### src/rtl/periph_bridge.sv
// periph_bridge: core data port to an N-slot peripheral bus, one access at a time.
// Define PERIPH_TIMEOUT_EN to build the stuck-slave timeout.
package periph_bridge_pkg;
  typedef enum logic [2:0] {
    MEM_STORE_NONE   = 3'd0,
    MEM_STORE_BYTE   = 3'd1,
    MEM_STORE_HALF   = 3'd2,
    MEM_STORE_WORD   = 3'd3,
    MEM_STORE_DOUBLE = 3'd4
  } mem_store_type_t;
endpackage

module periph_bridge
  import periph_bridge_pkg::*;
#(
  parameter logic [63:0] PERIPHERAL_BASE = 64'h2000_0000,
  parameter int N_SLOTS        = 4,
  parameter int SLOT_SHIFT     = 12,
  parameter int TIMEOUT_CYCLES = 255
) (
  input  logic                    clock,
  input  logic                    reset,
  input  logic [63:0]             d_addr,
  input  logic [63:0]             d_wdata,
  input  mem_store_type_t         d_store_type,
  input  logic                    d_valid,
  output logic [63:0]             d_rdata,
  output logic                    d_ready,
  output logic [N_SLOTS-1:0]      p_sel,
  output logic [SLOT_SHIFT-1:0]   p_addr,
  output logic [63:0]             p_wdata,
  output mem_store_type_t         p_store_type,
  input  logic [64*N_SLOTS-1:0]   p_rdata,
  input  logic [N_SLOTS-1:0]      p_ready,
  output logic                    bus_error
);

  localparam int SLOT_W = (N_SLOTS > 1) ? $clog2(N_SLOTS) : 1;

  localparam logic [1:0] IDLE   = 2'd0;
  localparam logic [1:0] ACCESS = 2'd1;
  localparam logic [1:0] DONE   = 2'd2;

  logic [1:0]            state;
  logic [SLOT_W-1:0]     slot_q;
  logic [SLOT_SHIFT-1:0] addr_q;
  logic [63:0]           wdata_q;
  logic [63:0]           resp_q;
  mem_store_type_t       st_q;
  logic                  err_q;

  logic [63:0] offset;
  logic [63:0] slot_idx;
  logic        unmapped;
  logic        in_access;
  logic        hit;
  logic        expired;
  logic [63:0] slice;
  int          sidx;

  assign offset    = d_addr - PERIPHERAL_BASE;
  assign slot_idx  = offset >> SLOT_SHIFT;
  // below-base addresses wrap in offset, so check them explicitly
  assign unmapped  = (d_addr < PERIPHERAL_BASE)
                   || (slot_idx >= 64'(N_SLOTS));
  assign in_access = (state == ACCESS);
  assign sidx      = int'(slot_q);
  assign hit       = p_ready[slot_q];
  assign slice     = p_rdata[sidx*64 +: 64];

`ifdef PERIPH_TIMEOUT_EN
  localparam int CNT_W = $clog2(TIMEOUT_CYCLES + 1);

  logic [CNT_W-1:0] cnt;

  assign expired = !hit
                 && (cnt == CNT_W'(TIMEOUT_CYCLES - 1));

  always_ff @(posedge clock) begin
    if (reset) begin
      cnt <= '0;
    end else if (!in_access) begin
      cnt <= '0;
    end else if (!hit) begin
      cnt <= cnt + 1'b1;
    end
  end
`else
  assign expired = 1'b0;
`endif

  always_ff @(posedge clock) begin
    if (reset) begin
      state   <= IDLE;
      slot_q  <= '0;
      addr_q  <= '0;
      wdata_q <= '0;
      resp_q  <= '0;
      st_q    <= MEM_STORE_NONE;
      err_q   <= 1'b0;
    end else begin
      case (state)
        IDLE: begin
          if (d_valid) begin
            slot_q  <= slot_idx[SLOT_W-1:0];
            addr_q  <= offset[SLOT_SHIFT-1:0];
            wdata_q <= d_wdata;
            st_q    <= d_store_type;
            err_q   <= unmapped;
            resp_q  <= '0;
            state   <= unmapped ? DONE : ACCESS;
          end
        end
        ACCESS: begin
          if (hit) begin
            resp_q <= (st_q == MEM_STORE_NONE) ? slice : '0;
            state  <= DONE;
          end else if (expired) begin
            resp_q <= '0;
            err_q  <= 1'b1;
            state  <= DONE;
          end
        end
        DONE: begin
          resp_q <= '0;
          err_q  <= 1'b0;
          state  <= IDLE;
        end
        default: state <= IDLE;
      endcase
    end
  end

  always_comb begin
    p_sel = '0;
    if (in_access) p_sel[slot_q] = 1'b1;
  end

  assign p_addr       = in_access ? addr_q : '0;
  assign p_wdata      = in_access ? wdata_q : '0;
  assign p_store_type = in_access ? st_q : MEM_STORE_NONE;

  assign d_ready   = (state == DONE);
  assign d_rdata   = d_ready ? resp_q : '0;
  assign bus_error = d_ready && err_q;

endmodule

### config.mk
export PLATFORM = sky130hd
export DESIGN_NAME = periph_bridge
export DESIGN_NICKNAME = d
export VERILOG_FILES = /design/src/rtl/periph_bridge.sv
export SDC_FILE = /design/constraint.sdc
export NUM_CORES = 1
export LEC_CHECK = 0
export ABC_AREA = 1
export BUFFER_PORTS_ARGS = -buffer_cell sky130_fd_sc_hd__clkbuf_2
export CORE_AREA = 2 2 214 216
export DETAILED_ROUTE_END_ITERATION = 6
export DIE_AREA = 0 0 216 218
export GPL_TIMING_DRIVEN = 0
export PLACE_DENSITY = 0.48
export RECOVER_POWER = 25
export SLEW_MARGIN = 20
export SYNTH_ARGS = -nofsm -noshare
export SYNTH_HDL_FRONTEND = slang
export SYNTH_SLANG_ARGS = --single-unit
### constraint.sdc
create_clock -name clock -period 3.64 [get_ports clock]
set_input_delay 0.182 -clock clock [delete_from_list [all_inputs] [get_ports clock]]
set_output_delay 0.182 -clock clock [all_outputs]
set_load 0.02 [all_outputs]
==> metrics.md <==
| Metric | Value |
|---|---|
| Die area | `47100 um^2` |
| CTS tree | `yes` |
| Critical path buffers and inverters | `4` |
| Post-synth EDFFs | `0` |
| Final hold violation count | `0` |
| Vias in the first global route | `about 12000` |
| Slew Limit Fails | `0` |
| Die Y | `between 200 and 250 um` |
| Via density | `~4.6` |
| Post-Layout Cell Count | `~2700` |
| Critical Path Fanout Max | `10` |
| Area after DPL | `between 10000 and 15000 um^2` |
| Tightest Hold Check Type | `input port to register` |
| Syn-to-layout area delta | `47.6%` |
| Synth unique cells | `34` |
| Max_slew headroom | `0.408` |
| Final setup violation count | `0` |
| Outcome | `finished clean` |
| Period utilization | `0.778` |
| Critical Path Sink Type | `output port` |
| Mapped cell area | `9450 um^2` |
| Most common cell on crit path | `nor2_1` |
| Cell accounting for the most synthesized area | `dfxtp_1` |
| Period minus WS final | `~2.8 ns` |
| Avg Cell Area, Syn | `~6.6 um^2` |
| Fmax achieved | `around 0.35 GHz` |
| # DRC | `0` |
| Largest net degree at the start of global routing | `17` |
| Yosys reg bits | `148` |
| Synth Instances | `1422` |
| Startpoint types | `register` |
| DRT Pass-1 Iters | `5` |
| RePlAce Congestion | `0.907` |
| Clk root buf | `clkbuf_16` |
| Crit path kind | `register to output port` |
| Inst Count DP | `roughly 2600` |
| Top Ports | `between 500 and 600` |
| Sink Count | `approximately 150` |
| Die width | `roughly 220 um` |
| Main combinational cell family by area after synthesis | `simple AND/OR/NAND/NOR gates` |
| Largest delay share family, worst path | `buffers and inverters` |
| Slowest-stage cell, CP | `buf_1` |
| Worst EP arrival | `2.65 ns` |
| Crit-path max cell delay | `0.66 ns` |
| Post-route ant nets | `0` |
| Via count | `~12000` |
| Post-synthesis sequential area ratio | `0.313` |
| Row count | `78` |
| Most common cell in the netlist | `nor2_1` |
| DR WL/cell | `18.1 um` |
| Synthesized Nets | `approximately 1800` |
| GRT Total Usage | `0.193` |
| Deepest clock path buffer count | `2` |
| Slew @ Worst Pin | `just under 0.9 ns` |
| Synth Area in Adders | `0.00132` |
| H-tree depth | `4` |
| Synth Area in XOR/XNOR | `0.00556` |
| Synth top area share | `0.313` |
| Area contributors post-synth | `dfxtp_1 31%, nor2_1 15%, nand3_1 7.8%, a211oi_2 7.4%, a211oi_1 7.1%` |
| Synth Flop Type | `dfxtp_1` |
| Synth warnings | `0` |
| Setup TNS | `0 ns` |
| Layout cells sized above 1 | `0.313` |
| Clock Skew | `between 0.007 and 0.008 ns` |
| Congestion Overflow GR | `0` |
| Dpl hpwl | `between 30000 and 40000 um` |
| Simple-Gate Fraction of Synth Area | `0.305` |
| First-pass GRT wire length | `68600 um` |
| Core Footprint | `44900 um^2` |
| Multiplexer share of the synthesized area | `0` |
| Leakage | `between 6 and 7 nW` |
| Final #Nets | `roughly 2400` |
| FFs w/ async S/R, synth | `0` |
| Post-CTS Setup Bufs | `0` |
| P per Cell Area | `330 nW/um^2` |
| Post-synthesis compound-gate area fraction | `0.249` |
| CTS buffer count | `17` |
| Synth cell count leaders | `372 x nor2_1, 174 x inv_1, 148 x dfxtp_1, 148 x nand3_1, 124 x nand2_1` |
| Initial DRC Count | `745` |
| Initial Utilization | `0.211` |
| Final instance area | `14000 um^2` |
| Worst skew pair latency | `between 0.4 and 0.5 ns` |
| RSZ-0062 raised after global routing | `no` |
| Clock-pin slew on the worst setup and hold paths | `approximately 0.070 ns` |
| Max_cap viols | `0` |
| Total Wirelength | `between 40000 and 50000 um` |
| Port buffer count | `541` |
| Initial antenna violation count | `5` |
| Worst vdd ir | `325 uV` |
| CP required | `approximately 3.5 ns` |
| CP cell instances | `nor2_1, inv_1, clkbuf_1, buf_1, nor2_1, clkbuf_2` |
==> per-layer routing <==
metal | GRT usage | routed length [um]
met1 | 0.239 | 20900
met2 | 0.326 | 23100
met3 | 0.0543 | 3000
met4 | 0.0553 | 1020
met5 | 0 | 27
==> worst paths after layout <==
kind                                  start          end  slack [ns]  cells past startpoint
worst min-delay path            d_wdata[35]  wdata_q[35]        0.03                      3
worst min register to register  wdata_q[54]  wdata_q[54]        0.47                      2
worst max register to register    slot_q[1]   resp_q[28]        1.03                      6
worst max-delay path               state[0]  d_rdata[32]        0.81                      6
==> worst min-delay path, cell delays in order <==
cell and delay, ns:
clkbuf_2 0.09, nor2_1 0.09, a211oi_1 0.05
==> state kept, by name, indices dropped and copies added (netlist names) <==
name	cells
resp_q	64
wdata_q	64
addr_q	12
st_q	3
slot_q	2
state	2
err_q	1
==> timing repair <==
item / CTS / global route
hold endpoints to repair: 54 / 0
endpoints found under the setup margin: 0 / 0
resized for setup: 0 / 0
hold buffers: 54 / 0
==> cell type report <==
type	count	area, um^2
multi-input cells	978	5290
clock inverters	11	104
repair buffers	595	3210
fillers	5084	30900
clock buffers	21	440
plain buffers	112	495
inverters	184	691
flip-flops and latches	148	2960
diodes	3	7.51
well taps	600	751
==> per-stage QoR <==
step | util | hold slack (ns) | power, mW | setup WS [ns]
after floorplan | - | 0.358 | 2.41 | 1.92
after global placement | 0.288 | 0.449 | 2.90 | 1.09
after detailed placement | 0.288 | 0.450 | 2.90 | 1.04
after CTS | 0.312 | 0.000260 | 4.68 | 0.783
after global routing | 0.311 | 0.00287 | 4.86 | 0.673
final | 0.311 | 0.0283 | 4.61 | 0.807
==> placed cells by master (no fill, tap or decap), drive strengths merged, types with 4 or more instances in the layout <==
master	count
nor2	388
a21oi	4
nand4	6
inv	187
a31oi	64
dfxtp	148
nand3b	5
a211oi	145
dlygate4sd3	54
nand2	129
clkinvlp	5
o21ai	7
nand3	148
clkbuf	643
o21bai	5
a22oi	64
buf	31
==> power breakdown <==
group,internal (mW),switching [mW],total [mW],leakage (nW)
Sequential,1.74,0.0307,1.77,1.22
Combinational,0.433,0.709,1.14,4.58
Clock,0.944,0.749,1.69,0.251
Total,3.12,1.49,4.61,6.05
==> cells by family after synthesis <==
kind of cell / Yosys count
AOI/OAI and AO/OA: 290
xor gates and xnor gates: 6
DFF: 148
buffers and inverters: 296
and+or+nand+nor: 681
adders and majority gates: 1
(Power assumes the default switching activity.)
